==> src/rtl/spi_burst_loader.sv <==
// SPI/QSPI master streaming words from a valid/ready buffer into the SoC SPI slave, re-framing every BURST_WORDS.
// Optional build macro SPI_LOADER_CFG_EN adds a single-line QPI-enable configuration frame ahead of quad loads.
module spi_burst_loader #(
    parameter int         DATA_W      = 32,
    parameter int         BURST_WORDS = 128,
    parameter int         SCK_DIV     = 1,
    parameter int         CS_GAP      = 2,
    parameter logic [7:0] CMD_WRITE   = 8'h02,
    parameter logic [7:0] CMD_CFG     = 8'h01,
    parameter logic [7:0] CFG_VAL     = 8'h01
) (
    input  logic              clk,
    input  logic              rst_n,
    input  logic              start,
    input  logic [31:0]       base_addr,
    input  logic [31:0]       num_words,
    input  logic              use_qspi,
    input  logic [DATA_W-1:0] s_tdata,
    input  logic              s_tvalid,
    input  logic              s_tlast,
    output logic              s_tready,
    output logic              spi_sck,
    output logic              spi_csn,
    output logic [3:0]        spi_sdo,
    output logic [3:0]        spi_oe,
    output logic              busy,
    output logic              done,
    output logic              fetch_enable,
    output logic [31:0]       words_sent
);
    localparam int SR_W = (DATA_W > 32) ? DATA_W : 32;
    localparam int CMAX = (SR_W > CS_GAP) ? SR_W : CS_GAP;
    localparam int CW   = $clog2(CMAX + 1);
    localparam int DW   = (SCK_DIV > 1) ? $clog2(SCK_DIV) : 1;
    localparam int FW   = $clog2(BURST_WORDS + 1);

`ifdef SPI_LOADER_CFG_EN
    localparam bit CFG_EN = 1'b1;
`else
    localparam bit CFG_EN = 1'b0;
`endif

    typedef enum logic [3:0] {
        ST_IDLE, ST_CFG, ST_CGAP, ST_CMD, ST_ADDR, ST_WAIT, ST_DATA, ST_GAP, ST_FIN, ST_DONE
    } state_t;

    typedef struct packed {
        logic [31:0] base;
        logic [31:0] num;
        logic        quad;
    } load_cfg_t;

    state_t          state_q, state_d;
    load_cfg_t       cfg_q, cfg_d;
    logic [DW-1:0]   div_q, div_d;
    logic            sck_q, sck_d;
    logic [SR_W-1:0] sr_q, sr_d;
    logic [CW-1:0]   cnt_q, cnt_d;
    logic [31:0]     ws_q, ws_d;
    logic [FW-1:0]   frm_q, frm_d;
    logic            last_q, last_d;

    logic        half_tick, lanes4, shifting, timed, shift_end, csn_low;
    logic [31:0] frame_addr;

    always_ff @(posedge clk or negedge rst_n) begin
        if (!rst_n) begin
            state_q <= ST_IDLE;
            cfg_q   <= '0;
            div_q   <= '0;
            sck_q   <= 1'b0;
            sr_q    <= '0;
            cnt_q   <= '0;
            ws_q    <= '0;
            frm_q   <= '0;
            last_q  <= 1'b0;
        end else begin
            state_q <= state_d;
            cfg_q   <= cfg_d;
            div_q   <= div_d;
            sck_q   <= sck_d;
            sr_q    <= sr_d;
            cnt_q   <= cnt_d;
            ws_q    <= ws_d;
            frm_q   <= frm_d;
            last_q  <= last_d;
        end
    end

    always_comb begin
        state_d = state_q;
        cfg_d   = cfg_q;
        div_d   = div_q;
        sck_d   = sck_q;
        sr_d    = sr_q;
        cnt_d   = cnt_q;
        ws_d    = ws_q;
        frm_d   = frm_q;
        last_d  = last_q;

        half_tick  = (div_q == DW'(SCK_DIV - 1));
        lanes4     = cfg_q.quad && (state_q != ST_CFG);
        shifting   = (state_q == ST_CFG) || (state_q == ST_CMD) ||
                     (state_q == ST_ADDR) || (state_q == ST_DATA);
        timed      = shifting || (state_q == ST_CGAP) || (state_q == ST_GAP) || (state_q == ST_FIN);
        shift_end  = shifting && half_tick && sck_q && (cnt_q == CW'(1));
        frame_addr = cfg_q.base + {ws_q[29:0], 2'b00};

        if (timed)
            div_d = half_tick ? '0 : div_q + DW'(1);

        // Rising edge mid-bit; data advances only on the falling edge so sdo never moves while sck is high.
        if (shifting && half_tick) begin
            if (!sck_q) begin
                sck_d = 1'b1;
            end else begin
                sck_d = 1'b0;
                sr_d  = lanes4 ? (sr_q << 4) : (sr_q << 1);
                cnt_d = cnt_q - CW'(1);
            end
        end

        case (state_q)
            ST_IDLE, ST_DONE: begin
                if (start) begin
                    cfg_d  = '{base: base_addr, num: num_words, quad: use_qspi};
                    ws_d   = '0;
                    frm_d  = '0;
                    last_d = 1'b0;
                    div_d  = '0;
                    sck_d  = 1'b0;
                    if (CFG_EN && use_qspi) begin
                        state_d = ST_CFG;
                        sr_d    = SR_W'({CMD_CFG, CFG_VAL}) << (SR_W - 16);
                        cnt_d   = CW'(16);
                    end else begin
                        state_d = ST_CMD;
                        sr_d    = SR_W'(CMD_WRITE) << (SR_W - 8);
                        cnt_d   = use_qspi ? CW'(2) : CW'(8);
                    end
                end
            end
            ST_CFG: begin
                if (shift_end) begin
                    state_d = ST_CGAP;
                    cnt_d   = CW'(CS_GAP);
                end
            end
            ST_CGAP, ST_GAP: begin
                if (half_tick) begin
                    cnt_d = cnt_q - CW'(1);
                    if (cnt_q == CW'(1)) begin
                        state_d = ST_CMD;
                        sr_d    = SR_W'(CMD_WRITE) << (SR_W - 8);
                        cnt_d   = cfg_q.quad ? CW'(2) : CW'(8);
                    end
                end
            end
            ST_CMD: begin
                if (shift_end) begin
                    state_d = ST_ADDR;
                    sr_d    = SR_W'(frame_addr) << (SR_W - 32);
                    cnt_d   = cfg_q.quad ? CW'(8) : CW'(32);
                end
            end
            ST_ADDR: begin
                if (shift_end)
                    state_d = ST_WAIT;
            end
            ST_WAIT: begin
                if (s_tvalid) begin
                    state_d = ST_DATA;
                    sr_d    = SR_W'(s_tdata) << (SR_W - DATA_W);
                    last_d  = s_tlast;
                    cnt_d   = cfg_q.quad ? CW'(DATA_W / 4) : CW'(DATA_W);
                    div_d   = '0;
                end
            end
            ST_DATA: begin
                if (shift_end) begin
                    ws_d  = ws_q + 32'd1;
                    frm_d = frm_q + FW'(1);
                    if (((cfg_q.num != 32'd0) && (ws_q + 32'd1 == cfg_q.num)) || last_q) begin
                        state_d = ST_FIN;
                        cnt_d   = CW'(1);
                    end else if (frm_q == FW'(BURST_WORDS - 1)) begin
                        state_d = ST_GAP;
                        cnt_d   = CW'(CS_GAP);
                        frm_d   = '0;
                    end else begin
                        state_d = ST_WAIT;
                    end
                end
            end
            ST_FIN: begin
                if (half_tick)
                    state_d = ST_DONE;
            end
            default: state_d = ST_IDLE;
        endcase
    end

    assign csn_low = (state_q == ST_CFG) || (state_q == ST_CMD) || (state_q == ST_ADDR) ||
                     (state_q == ST_WAIT) || (state_q == ST_DATA);

    assign spi_csn      = ~csn_low;
    assign spi_sck      = sck_q;
    assign spi_oe       = !csn_low ? 4'b0000 : (lanes4 ? 4'b1111 : 4'b0001);
    assign spi_sdo      = !shifting ? 4'b0000 :
                          (lanes4 ? sr_q[SR_W-1 -: 4] : {3'b000, sr_q[SR_W-1]});
    assign s_tready     = (state_q == ST_WAIT) && s_tvalid;
    assign busy         = (state_q != ST_IDLE) && (state_q != ST_DONE);
    assign done         = (state_q == ST_DONE);
    assign fetch_enable = (state_q == ST_DONE);
    assign words_sent   = ws_q;

endmodule

==> config.mk <==
export PLATFORM = sky130hd
export DESIGN_NAME = spi_burst_loader
export DESIGN_NICKNAME = d
export VERILOG_FILES = /design/src/rtl/spi_burst_loader.sv
export SDC_FILE = /design/constraint.sdc
export NUM_CORES = 1
export LEC_CHECK = 0
export ABC_AREA = 1
export BUFFER_PORTS_ARGS = -buffer_cell sky130_fd_sc_hd__buf_2
export CORE_ASPECT_RATIO = 1.1
export CORE_UTILIZATION = 35
export DETAILED_ROUTE_END_ITERATION = 7
export GPL_TIMING_DRIVEN = 1
export SLEW_MARGIN = 20
export SYNTH_ARGS = -nofsm -noshare
export SYNTH_HDL_FRONTEND = slang
export SYNTH_SLANG_ARGS = --single-unit
==> constraint.sdc <==
create_clock -name clk -period 2.4 [get_ports clk]
set_input_delay 0.24 -clock clk [delete_from_list [all_inputs] [get_ports clk]]
set_output_delay 0.24 -clock clk [all_outputs]
set_load 0.02 [all_outputs]
* Word level (Yosys, flattened, before mapping)
Cells that the tools add are included. W data, S select, Z words.
Operators by class: bitwise operators 2, reductions and logical operators 27, add/sub/neg operators 5, muxes and demuxes 60, equal/unequal tests 23
Operator list (count):
- $mux W32 | 10
- $pmux W32 S4 | 1
- $mux W6 | 12
- $mux W4 | 16
- $pmux W32 S2 | 1
- $pmux W6 S6 | 1
- $add A32 B1 Y32 const B | 1
- $add A32 B32 Y32 | 1
- $eq A32 B32 Y1 | 1
- $mux W8 | 4
- $pmux W4 S8 | 1
- $reduce_bool A32 Y1 | 1
- $ne A2 B2 Y1 const B | 9
- $eq A4 B3 Y1 const B | 4
- $pmux W8 S2 | 1
- $mux W1 | 10
- $logic_or A1 B1 Y1 | 9
- $reduce_and A9 Y1 | 1
- $add A8 B1 Y8 const B | 1
- $eq A4 B2 Y1 const B | 2
- $eq A4 B4 Y1 const B | 2
- $eq A8 B7 Y1 const B | 1
- $logic_and A1 B1 Y1 | 7
- $eq A6 B1 Y1 const B | 1
- other kinds (14) | 19
Word-level totals: input port bits 102, flip-flop bits (word level) 150, word-level logic and storage cells 128, output and inout bits 46

* Depth between registers and ports, before layout
Gate-level depths: netlist (run 1).
depth in word-level cells 10, depth in mapped cells 20, gate-level depth less buffers 20

* Worst setup path after synthesis (run 1)
OpenSTA, ideal clock, no wires.
path type reg-to-reg, start register ws_q[0] (netlist: words_sent[0]), end register sr_q[24], library setup time 0.127 ns, setup slack -0.091 ns, arrival 2.364 ns, buffers on the path 0, clock period less this slack 2.491 ns, stages on the path, launching flop included 15, data required time 2.273 ns, cell sequence dfrtp_1 ha_1 fa_1 nand3_1 nand2_1 nand2_1 nand2_1 nand2_1 o211ai_1 a21boi_0 o21bai_1 a21oi_1 nand2_1 nand3_1 nand3b_1
Between the ends: longest elaborated chain between the ends 3
Ends and longest elaborated chain:
- start: declaration | RTL line 59 | logic [31:0] ws_q, ws_d;
- start signal: assignment | RTL line 84 | ws_q <= ws_d;
- $add A32 B32 Y32 | RTL line 107 | frame_addr = cfg_q.base + {ws_q[29:0], 2'b00};
- $mux W32 | RTL line 160 | if (shift_end) begin
- $pmux W32 S4 | RTL line 123 | case (state_q)
- net sr_d[24] | RTL line 57 | logic [SR_W-1:0] sr_q, sr_d;
- end signal: assignment | RTL line 82 | sr_q <= sr_d;
- end: declaration | RTL line 57
The timed path passes the listed nets, and every way through them passes these cells. A chain may end at the register's enable or synchronous reset.

* Worst setup path in the final report (run 1)
Ends and elaborated chain as after synthesis.

==> summary.md, run 1 <==
| Metric | Value |
|---|---|
| Pre-antenna DRT Iters | `7` |
| Setup violators final | `10` |
| Post-synthesis cell type count | `48` |
| Gr usage total | `0.2587` |
| Clock root cell | `clkbuf_16` |
| Post-Route WL | `40.51 mm` |
| Period utilization | `1.037` |
| Synthesized area per cell | `6.807 um^2` |
| Share of layout cells above drive strength 1 | `0.3362` |
| Area contributors post-synth | `dfrtp_1 (36%), nand2_1 (18%), o21ai_0 (5.8%)` |
| Ant. Diodes | `0` |
| DP HPWL | `30.69 mm` |
| Relative slew margins | `0.5955` |
| Pins Over Slew Limit | `0` |
| Final min period | `2489 ps` |
| Largest net degree at the start of global routing | `62` |
| Switching power | `6.652 mW` |
| Initial core utilization | `0.3563` |
| # IOs | `148` |
| Port buffer count | `147` |
| DR WL/cell | `about 17 um` |
| CP most frequent cell | `nand2_2` |
| Htree depth | `4` |
| Cell Area, Synth | `0.01056 mm^2` |
| Total power | `between 10 and 15 mW` |
| Crit path max-delay family | `compound AO/OA/AOI/OAI gates` |
| Die height | `184.2 um` |
| Lkg Pwr | `7.570 nW` |
| Gpl congestion | `0.9355` |
| Cell Pwr Density | `977.1 mW/mm^2` |
| Initial antenna violation count | `0` |
| Worst setup EP type | `flip-flop` |
| Setup ws final | `-88.81 ps` |
| Logic gate share of total power | `0.531` |
| CTS buffer count | `17` |
| Setup TNS | `-499.7 ps` |
| Crit-path max FO | `4` |
| Yosys warning count | `0` |
| Clock Path Buffers | `2` |
| Power Internal | `approximately 8.3 mW` |
| Status | `complete, but fails checks` |
| Final hold violation count | `0` |
| Antenna-violating nets left | `0` |
| Number of max-cap violations | `0` |
| Sw Ratio | `0.4461` |
| Vias in the first global route | `11420` |
| Clock Skew | `12.34 ps` |
| VDD IR max | `0.4034 mV` |
| Async set or reset register ratio after synthesis | `1.000` |
| Crit-path max cell delay | `460 ps` |
| Clock Power Share | `0.188` |
| Min-delay worst type | `in -> reg` |
| Number of clock sinks | `150` |
| Grt ovf | `0` |
| Synth Flop Type | `dfrtp_1` |
| Fin nets | `2072` |
| Mean number of vias per cell | `5.159` |
| CP startpoint kind | `flip-flop` |
| Post-Syn Instances | `between 1500 and 2000` |
| RSZ-0062 raised after global routing | `true` |
| Slew at the pin closest to its max-slew limit | `600.4 ps` |
| Syn nets | `between 1500 and 2000` |
| Crit path DAT | `2810 ps` |
| Yosys top cell by area | `dfrtp_1` |
| Worst path bufs/invs | `0` |
| Clk_lat worst skew | `roughly 440 ps` |
| Critical-path cell list | `ha_4 > fa_2 > nand3_2 > nand2_2 > nand2_2 > nand2_4 > nand2_2 > o211ai_1 > a21boi_2 > o21bai_2 > a21oi_2 > nand2_1 > nand3_2 > nand3b_1` |
| Routed vias | `11980` |
| WS Path Type | `reg -> reg` |
| Failing checks | `negative setup slack` |
| CP max-delay cell | `dfrtp_2` |
| Die ar. | `0.03088 mm^2` |
| CTS tree | `built` |
| Core area | `0.02965 mm^2` |
| First-pass GRT wire length | `about 60 mm` |
| Critical path required time | `2720 ps` |
| Row cnt | `66` |
| Die X-Extent | `167.6 um` |
| Clock-pin slew on the worst setup and hold paths | `70 ps` |
| Drt drc | `0` |
| Number of synthesized register bits | `150` |
| Seq/Total Area, Yosys | `0.3553` |
| Sequential share of power | `0.281` |
| Syn-to-layout area delta | `44.47%` |
| Synth top area share | `0.3553` |
| Final core occ | `0.5148` |
| 1st-iter DRT viols | `937` |
| Fillers | `~3000` |
| Achievable frequency | `0.4018 GHz` |
| Number of synthesized flops with an enable pin | `0` |
## per-stage QoR
| step | worst slack [ps] | cell area, um^2 | hold slack [ps] | std cells |
|---|---|---|---|---|
| floorplan | 11.94 | 10570 | -55.59 | 1552 |
| global placement | -295.2 | 13330 | 251.6 | 2246 |
| detailed placement | -344.7 | 13330 | 260.1 | 2246 |
| CTS | -77.82 | 14590 | 1.263 | 2303 |
| global route | -241.7 | 15260 | 3.800 | 2322 |
| finish | -88.81 | 15260 | 6.935 | 2322 |
## routing by layer
metal	wire length (um)	up-vias	global-route usage	part of all wire
met5	0	-	0	0
li1	-	5854	-	-
met3	1981	84	0.03178	0.049
met1	17810	5648	0.3427	0.44
met2	19430	393	0.4348	0.48
met4	1286	0	0.08991	0.032
## registers in the layout (all words and copies together), names as in the netlist
register and cells:
cnt_q 6, spi_sck 1, sr_q 32, frm_q 8
words_sent 32, cfg_q 65, div_q 1, last_q 1
state_q 4
## worst reg2reg max path, delay by kind of cell (launching register included)
kind / cells / cell delay (ps)
flops: 1 / 460
fa+ha+maj: 2 / 540
compound gates: 4 / 750
simple gates: 8 / 630
## logic make-up after synthesis
| kind of cell | count (synthesis) | synth area share |
|---|---|---|
| and+or+nand+nor | 835 | 0.3338 |
| AOI/OAI and AO/OA | 287 | 0.1579 |
| buffers and inverters | 212 | 0.07947 |
| DFF | 150 | 0.3553 |
| adders and majority gates | 35 | 0.04217 |
| xor gates and xnor gates | 32 | 0.03044 |
| muxes | 1 | 0.0009476 |
## what timing repair did
item | CTS | global route
hold endpoints to repair | 57 | 0
gates resized for setup | 109 | 134
gates cloned | 0 | 3
setup endpoints to repair | 40 | 85
buffers inserted | 19 | 17
hold buffers | 7 | 0
pin swaps | 30 | 60
## power groups by stage
| stage | clock network, mW | registers [mW] | logic [mW] |
|---|---|---|---|
| detailed placement | 0 | 4.15 | 6.96 |
| floorplan | 0 | 3.89 | 4.61 |
| global placement | 0 | 4.15 | 6.90 |
| CTS | 2.83 | 4.15 | 7.25 |
| global route | 2.94 | 4.28 | 8.75 |
| finish | 2.80 | 4.19 | 7.92 |
## synth_stat cells, types with 3 or more instances
master and instances:
nand2_1 507, inv_1 155, nor2_1 152, dfrtp_1 150, o21ai_0 123, nand3_1 99
a21oi_1 66, ha_1 34, clkbuf_1 27, o22ai_1 24, o211ai_1 22, xor2_1 20
nor3_1 15, buf_2 14, nand3b_1 11, or2_2 11, nand2_2 9, xnor2_1 9
buf_4 7, inv_2 7, nor4_1 7, o221ai_1 7, nand4_1 6, nor2_4 6
o2111ai_1 6, a21o_1 5, nor2_2 5, o21ai_1 5, a211oi_1 4, a22oi_1 4
a31oi_1 4, nand2_4 3, o21bai_1 3, o311ai_0 3, xnor3_1 3
## cell usage in the layout, fill, tap and decap left out, types with 22 or more instances in the layout
master / netlist / layout
nor2_1: 152 / 121
o21ai_0: 123 / 110
a21oi_1: 66 / 45
buf_4: 7 / 236
nand2_1: 507 / 478
inv_1: 155 / 146
nand3_1: 99 / 82
o211ai_1: 22 / 22
buf_2: 14 / 145
dfrtp_1: 150 / 130
nor2_2: 5 / 22
nand2_2: 9 / 27
## final timing paths
path,from,to,slack [ps],depth (start not counted)
setup / recovery,words_sent[0],sr_q[24],-90,14
hold / removal,num_words[24],cfg_q[25],7,3
setup reg to reg,words_sent[0],sr_q[24],-90,14
hold reg to reg,cfg_q[55],cfg_q[55],480,2
max in group asynchronous,rst_n,words_sent[14],1180,3
min in group asynchronous,rst_n,frm_q[5],360,2
## area by class of cell
class,count,area [um^2],share of cell area
multi-input cells,1190,6849,0.4488
flip-flops and latches,150,3779,0.2476
repair buffers,412,2948,0.1931
inverters,163,619.3,0.04058
well taps,374,467.9,0.03066
clock buffers,18,429.2,0.02812
clock inverters,14,162.7,0.01066
repair inverters,1,7.507,0.0004919
(Power assumes the default switching activity.)
==> run 2, diff against run 1 <==
--- a/config.mk
+++ b/config.mk
@@ -5,7 +5,6 @@
 export SDC_FILE = /design/constraint.sdc
 export NUM_CORES = 1
 export LEC_CHECK = 0
-export ABC_AREA = 1
 export BUFFER_PORTS_ARGS = -buffer_cell sky130_fd_sc_hd__buf_2
 export CORE_ASPECT_RATIO = 1.1
 export CORE_UTILIZATION = 35
==> summary.md, run 2 <==
| Metric | Value |
|---|---|
| Status | `complete, but fails checks` |
| Failing checks | `negative setup slack` |
| Cell Area, Synth | `0.01025 mm^2 (-2.9%)` |
| Synth Area in Adders | `0.04344 (+0.001271)` |
| XOR/XNOR Fraction of Synth Area | `0.06491 (+0.03447)` |
| Setup violators final | `80 (+70)` |
| Post-synth top cells | `nand2_1 (336), dfrtp_1 (150), o21ai_0 (102), nor2_1 (96), a21oi_1 (81)` |
| Number of max-cap violations | `0 (unchanged)` |
| Reg with most FFs | `cfg_q` |
| Sw Ratio | `0.2505 (-0.1955)` |
| Hold Path Cell Cnt | `3 (unchanged)` |
| Lkg Pwr | `7.709 nW (+1.8%)` |
| Met1 Track Usage GR | `0.3499 (+0.007227)` |
| Worst setup EP type | `flip-flop` |
| Gr usage total | `0.2695 (+0.01086)` |
| Mux contribution to synthesized area | `0.007077 (+0.006129)` |
| Logic gate share of total power | `0.101 (-0.430)` |
| Post-Route WL | `40.64 mm (+0.31%)` |
| Core area | `0.02871 mm^2 (-3.2%)` |
| Die height | `181.5 um (-1.5%)` |
| Setup ws final | `-657.4 ps (-568.6 ps)` |
| Crit path DAT | `3400 ps (+590 ps)` |
| 1st-iter DRT viols | `1015 (+8.3%)` |
| Clock Skew | `16.00 ps (+3.664 ps)` |
| Pre-antenna DRT Iters | `8 (+1)` |
| DP HPWL | `28.26 mm (-7.9%)` |
| Mean number of vias per cell | `5.445 (+5.5%)` |
| Largest net degree at the start of global routing | `67 (+8.1%)` |
| Synthesized area per cell | `7.775 um^2 (+14%)` |
| Die ar. | `0.02999 mm^2 (-2.9%)` |
| Clock-pin slew on the worst setup and hold paths | `70 ps (about the same)` |
| Port buffer count | `147 (unchanged)` |
| Clock root cell | `clkbuf_16` |
| Grt met2 use | `0.4423 (+0.007510)` |
| Syn nets | `1456 (-14%)` |
| Clk_lat worst skew | `440 ps (about the same)` |
| DR WL/cell | `18.79 um (+7.7%)` |
| Async set or reset register ratio after synthesis | `1.000 (unchanged)` |
| Total power | `6.406 mW (-57%)` |
| Crit-path max cell delay | `560 ps (+100 ps)` |
| Fin area | `0.01641 mm^2 (+7.5%)` |
| CP startpoint kind | `flip-flop` |
| Power Internal | `4.801 mW (-42%)` |
| Most used routing layer in global routing | `met2` |
| Drt drc | `0 (unchanged)` |
| Max FFs per register | `65 (unchanged)` |
| # IOs | `148 (unchanged)` |
| Die X-Extent | `165.2 um (-1.5%)` |
| RSZ-0062 raised after global routing | `true` |
| Post-Syn Instances | `1319 (-15%)` |
| Worst hold slack | `4.542 ps (-2.392 ps)` |
| Ant. Diodes | `0 (unchanged)` |
| CTS buffer count | `17 (unchanged)` |
| Most common cell after layout, fill and taps aside | `nand2_1` |
| Vias in the first global route | `11490 (+0.56%)` |
| Critical path required time | `2740 ps (+20 ps)` |
| Initial core utilization | `0.3572 (+0.0008670)` |
| Number of synthesized register bits | `150 (unchanged)` |
| Antenna-violating nets left | `0 (unchanged)` |
| CP max-delay cell | `or4_4` |
| Slew at the pin closest to its max-slew limit | `561.0 ps (-39.37 ps)` |
| Seq/Total Area, Yosys | `0.3660 (+0.01071)` |
| Routed vias | `11780 (-1.7%)` |
| Yosys warning count | `0 (unchanged)` |
| Placed cells | `2026 (-9.8%)` |
| Pins Over Slew Limit | `0 (unchanged)` |
| Sequential share of power | `0.414 (+0.133)` |
| First-pass GRT wire length | `62.30 mm (+0.80%)` |
| Fillers | `2531 (-14%)` |
| Clock Path Buffers | `2 (unchanged)` |
| Yosys top cell by area | `dfrtp_1` |
| Min-delay worst type | `in -> reg` |
| Relative slew margins | `0.6260 (+0.03048)` |
| Final min period | `3057 ps (+568.6 ps)` |
| Switching power | `1.605 mW (-76%)` |
| Row cnt | `65 (-1.5%)` |
| Setup TNS | `-20210 ps (-19710 ps)` |
| Htree depth | `4 (unchanged)` |
| Crit-path max FO | `6 (+2)` |
| CTS tree | `built` |
| Crit path max-delay family | `simple AND/OR/NAND/NOR gates` |
| Worst path bufs/invs | `1 (+1)` |
| Compound-Gate Fraction of Synth Area | `0.2180 (+0.06015)` |
| Synth top area share | `0.3660 (+0.01071)` |
| Synth Flop Type | `dfrtp_1` |
| Post-synthesis cell type count | `75 (+56%)` |
| Area contributors post-synth | `dfrtp_1 (37%), nand2_1 (12%), o21ai_0 (5.0%)` |
| Achievable frequency | `0.3271 GHz (-19%)` |
| Number of clock sinks | `150 (unchanged)` |
| Critical-path cell list | `ha_4 > nand4_1 > or2_4 > nor4_2 > a311o_1 > o2111ai_1 > or4_4 > o21bai_4 > buf_6 > o211ai_1 > a22oi_1` |
| WS Path Type | `reg -> reg` |
| Share of layout cells above drive strength 1 | `0.3877 (+0.05150)` |
| Most frequent cells in the layout | `nand2_1 (329), buf_4 (275), buf_2 (145)` |
| Gpl congestion | `0.9106 (-2.7%)` |
| VDD IR max | `0.3653 mV (-9.5%)` |
| Reg2Reg Depth | `11 (-3)` |
| Post-synthesis simple-gate area fraction | `0.2592 (-0.07462)` |
| Final hold violation count | `0 (unchanged)` |
| Cell Pwr Density | `390.5 mW/mm^2 (-60%)` |
| Final Instance Count excl. Fillers | `2163 (-6.8%)` |
| GR Util met3 | `0.04180 (+0.01002)` |
| Grt ovf | `0 (unchanged)` |
| Syn-to-layout area delta | `59.98%` |
| Number of synthesized flops with an enable pin | `0 (unchanged)` |
| Initial antenna violation count | `0 (unchanged)` |
| Clock Power Share | `0.485 (+0.297)` |
| Most instantiated library cell after synthesis | `nand2_1` |
| DP Area | `0.01364 mm^2 (+2.3%)` |
| Main combinational cell family by area after synthesis | `simple AND/OR/NAND/NOR gates` |
| Fin nets | `1920 (-7.3%)` |
| CP Depth | `11 (-3)` |
| Period utilization | `1.274 (+0.2369)` |
==> run 2: changes by cell type in the layout (fill, tap and decap cells not counted), moves of 23 or more <==
cell,before,now
nand2_1,478,329
buf_4,236,275
nand3_1,82,29
inv_1,146,27
o21ai_0,110,31
nor2_1,121,89
dlygate4sd3_1,7,41
o21ai_2,6,29
xnor2_1,8,40
==> run 2: final cells by class <==
cell class | count | area, um^2 | area share
flip-flops and latches | 150 | 3769 | 0.2297
multi-input cells | 1066 | 7242 | 0.4414
clock buffers | 18 | 439.2 | 0.02677
clock inverters | 13 | 219.0 | 0.01335
inverters | 28 | 105.1 | 0.006406
well taps | 368 | 460.4 | 0.02807
repair buffers | 520 | 4172 | 0.2543
==> run 2: power by group through the flow <==
stage | Sequential [mW] | Clock (mW) | Combinational, mW
3_3_place_gp | 2.70 | 0 | 0.526
6_report | 2.65 | 3.11 | 0.645
5_1_grt | 2.66 | 3.25 | 0.706
3_5_place_dp | 2.70 | 0 | 0.529
2_1_floorplan | 2.68 | 0 | 0.225
4_1_cts | 2.65 | 3.12 | 0.615
==> run 2: kinds of logic after synthesis <==
group / after synthesis
muxes: 7
buffers and inverters: 104
adders and majority gates: 35
and+or+nand+nor: 595
xor gates and xnor gates: 76
AOI/OAI and AO/OA: 352
DFF: 150
==> run 2: worst paths after layout <==
path                          startpoint         to  slack [ps]
setup / recovery           words_sent[0]   frm_q[3]        -660
hold / removal             base_addr[25]  cfg_q[58]           5
setup reg to reg           words_sent[0]   frm_q[3]        -660
hold reg to reg                cfg_q[55]  cfg_q[55]         490
max in group asynchronous          rst_n   sr_q[27]        1290
min in group asynchronous          rst_n   cfg_q[1]         330
==> run 2: layer usage <==
layer / up-vias / share of wire
li1: 5612 / -
met1: 5579 / 0.42
met2: 498 / 0.49
met3: 88 / 0.060
met4: 0 / 0.037
met5: - / 0
==> run 2: worst register-to-register path: cells and delay by family (launching register included) <==
kind	cells	cell delay, ps
adder cells (fa/ha/maj)	1	160
flip-flops	1	380
buffers and inverters	1	160
AO/OA/AOI/OAI	5	800
AND/OR/NAND/NOR	4	1460
==> run 2: repair_timing <==
item                                    4_1_cts  5_1_grt
buffers inserted                             38       29
hold endpoints to repair                     91        1
gates cloned                                 10        2
resized for setup                           186       85
pin swaps                                    83       73
hold buffers                                 40        1
endpoints found under the setup margin       86       91
==> run 2: per-stage QoR <==
step,utilization,worst slack [ps]
floorplan,-,-622.7
global placement,0.4750,-804.0
detailed placement,0.4750,-850.6
CTS,0.5544,-696.0
global route,0.5715,-821.4
finish,0.5715,-657.4
==> run 3, diff against run 2 <==
--- a/config.mk
+++ b/config.mk
@@ -9,7 +9,7 @@
 export CORE_ASPECT_RATIO = 1.1
 export CORE_UTILIZATION = 35
 export DETAILED_ROUTE_END_ITERATION = 7
-export GPL_TIMING_DRIVEN = 1
+export GPL_TIMING_DRIVEN = 0
 export SLEW_MARGIN = 20
 export SYNTH_ARGS = -nofsm -noshare
 export SYNTH_HDL_FRONTEND = slang
==> summary.md, run 3 (synthesis results as in run 2) <==
| Metric | Value |
|---|---|
| Period utilization | `1.337 (+0.06281)` |
| Most used routing layer in global routing | `met2` |
| Fin area | `0.01518 mm^2 (-7.5%)` |
| Fin nets | `1781 (-7.2%)` |
| Clock Power Share | `0.455 (-0.030)` |
| CP max-delay cell | `or4_4` |
| Die X-Extent | `165.2 um (unchanged)` |
| Core area | `0.02871 mm^2 (unchanged)` |
| CP startpoint kind | `flip-flop` |
| Htree depth | `4 (unchanged)` |
| Most common cell after layout, fill and taps aside | `nand2_1` |
| Row cnt | `65 (unchanged)` |
| Multi-input logic area | `0.007357 mm^2 (+1.6%)` |
| Status | `complete, but fails checks` |
| Pins Over Slew Limit | `0 (unchanged)` |
| Hold Path Cell Cnt | `3 (unchanged)` |
| Clock Skew | `13.97 ps (-2.033 ps)` |
| Pre-antenna DRT Iters | `5 (-3)` |
| Routed vias | `11430 (-2.9%)` |
| Setup violators final | `82 (+2.5%)` |
| Final hold violation count | `0 (unchanged)` |
| CTS buffer count | `17 (unchanged)` |
| RSZ-0062 raised after global routing | `true` |
| Sequential Area | `0.003789 mm^2 (+0.53%)` |
| Post-Route WL | `41.02 mm (+0.94%)` |
| Reg with most FFs | `cfg_q` |
| Total power | `5.941 mW (-7.3%)` |
| Setup ws final | `-808.2 ps (-150.7 ps)` |
| Ant. Diodes | `0 (unchanged)` |
| Die height | `181.5 um (unchanged)` |
| Gr usage total | `0.2735 (+0.003986)` |
| Power Internal | `4.417 mW (-8.0%)` |
| Antenna-violating nets left | `0 (unchanged)` |
| Crit path max-delay family | `simple AND/OR/NAND/NOR gates` |
| Final min period | `3208 ps (+150.7 ps)` |
| First-pass GRT wire length | `62.29 mm (about the same)` |
| Vias in the first global route | `11140 (-3.1%)` |
| VDD IR max | `0.4579 mV (+25%)` |
| GR Util met3 | `0.04020 (-0.001599)` |
| Port buffer count | `147 (unchanged)` |
| # IOs | `148 (unchanged)` |
| Drt drc | `0 (unchanged)` |
| Clock root cell | `clkbuf_16` |
| Worst path bufs/invs | `3 (+2)` |
| Critical path required time | `2740 ps (about the same)` |
| Gpl congestion | `0.9443 (+3.7%)` |
| 1st-iter DRT viols | `1058 (+4.2%)` |
| Met1 Track Usage GR | `0.3428 (-0.007107)` |
| Setup TNS | `-25750 ps (-5541 ps)` |
| Clock Path Buffers | `2 (unchanged)` |
| Logic gate share of total power | `0.097 (-0.004)` |
| DP HPWL | `28.42 mm (+0.54%)` |
| DR WL/cell | `20.28 um (+7.9%)` |
| Achievable frequency | `0.3117 GHz (-4.7%)` |
| Clk_lat worst skew | `440 ps (about the same)` |
| Largest net degree at the start of global routing | `90 (+34%)` |
| Die ar. | `0.02999 mm^2 (unchanged)` |
| Initial core utilization | `0.3572 (unchanged)` |
| Failing checks | `negative setup slack` |
| Worst hold slack | `2.774 ps (-1.768 ps)` |
| Fillers | `2657 (+5.0%)` |
| Number of clock sinks | `150 (unchanged)` |
| Syn-to-layout area delta | `48.04%` |
| DP Area | `0.01181 mm^2 (-13%)` |
| Grt ovf | `0 (unchanged)` |
| Share of layout cells above drive strength 1 | `0.3462 (-0.04152)` |
| Reg2Reg Depth | `12 (+1)` |
| Crit path DAT | `3550 ps (+150 ps)` |
| Critical-path cell list | `clkbuf_4 > and4_1 > buf_2 > nand2_4 > nor3_4 > xnor2_1 > nand4_1 > or4_4 > o21bai_4 > buf_4 > o211ai_1 > a22oi_1` |
| Min-delay worst type | `in -> reg` |
| Grt met2 use | `0.4521 (+0.009707)` |
| Crit-path max cell delay | `620 ps (+60 ps)` |
| CTS tree | `built` |
| Mean number of vias per cell | `5.650 (+3.8%)` |
| Cell Pwr Density | `391.3 mW/mm^2 (+0.21%)` |
| Sw Ratio | `0.2565 (+0.005978)` |
| Switching power | `1.524 mW (-5.1%)` |
| Lkg Pwr | `6.840 nW (-11%)` |
| Most frequent cells in the layout | `nand2_1 (327), buf_2 (149), dfrtp_1 (122)` |
| Number of max-cap violations | `0 (unchanged)` |
| Sequential share of power | `0.447 (+0.033)` |
| Worst setup EP type | `flip-flop` |
| Relative slew margins | `0.5456 (-0.08038)` |
| Crit-path max FO | `9 (+3)` |
| WS Path Type | `reg -> reg` |
| CP Depth | `12 (+1)` |
| Initial antenna violation count | `1 (+1)` |
| Max FFs per register | `65 (unchanged)` |
| Slew at the pin closest to its max-slew limit | `674.4 ps (+113.4 ps)` |
| Clock-pin slew on the worst setup and hold paths | `60 ps (about the same)` |
run 3: final timing paths:
| check | start | to | slack, ps |
|---|---|---|---|
| worst max-delay path | words_sent[3] | frm_q[5] | -810 |
| min in group asynchronous | rst_n | cfg_q[3] | 340 |
| worst min-delay path | num_words[2] | cfg_q[3] | 3 |
| worst min register to register | cfg_q[62] | cfg_q[62] | 490 |
| worst max register to register | words_sent[3] | frm_q[5] | -810 |
| max in group asynchronous | rst_n | sr_q[19] | 1240 |
run 3: cell type report:
type | instances | share of cell area
plain buffers | 68 | 0.03791
clock buffers | 19 | 0.02918
clock inverters | 11 | 0.008489
inverters | 28 | 0.007006
multi-input cells | 1065 | 0.4846
flip-flops and latches | 150 | 0.2496
well taps | 368 | 0.03033
repair buffers | 314 | 0.1529
run 3: metrics by stage:
stage               std cells  worst slack (ps)  utilization
finish                   2023            -808.2       0.5288
global route             2023            -937.8       0.5288
CTS                      2001            -782.6       0.5046
detailed placement       1836             -1452       0.4115
global placement         1834             -1607       0.4096
floorplan                1319            -622.7            -
run 3: metal layers:
metal	wire length, um	vias to the layer above
met1	16690	5475
met2	19630	497
met3	2611	111
li1	-	5345
met4	2071	2
met5	13	-
run 3: power groups by stage:
| stage | combinational [mW] | clock [mW] | sequential, mW |
|---|---|---|---|
| 2_1_floorplan | 0.225 | 0 | 2.68 |
| 3_3_place_gp | 0.434 | 0 | 2.70 |
| 3_5_place_dp | 0.446 | 0 | 2.70 |
| 4_1_cts | 0.551 | 2.74 | 2.66 |
| 5_1_grt | 0.633 | 2.84 | 2.66 |
| 6_report | 0.577 | 2.71 | 2.66 |
run 3: worst register-to-register path, stage by stage (launching register included):
cell      delay (ps)
dfrtp_1          350
clkbuf_4         210
and4_1           190
buf_2            220
nand2_4          160
nor3_4           320
xnor2_1          180
nand4_1          170
or4_4            620
o21bai_4         200
buf_4            180
o211ai_1          90
a22oi_1          210
run 3: what timing repair did:
action / in CTS / in global routing
resized for setup: 282 / 161
pin swaps: 82 / 74
buffers inserted: 104 / 39
endpoints found under the hold margin: 97 / 0
cloned: 7 / 1
hold buffers: 37 / 0
setup endpoints to repair: 158 / 151
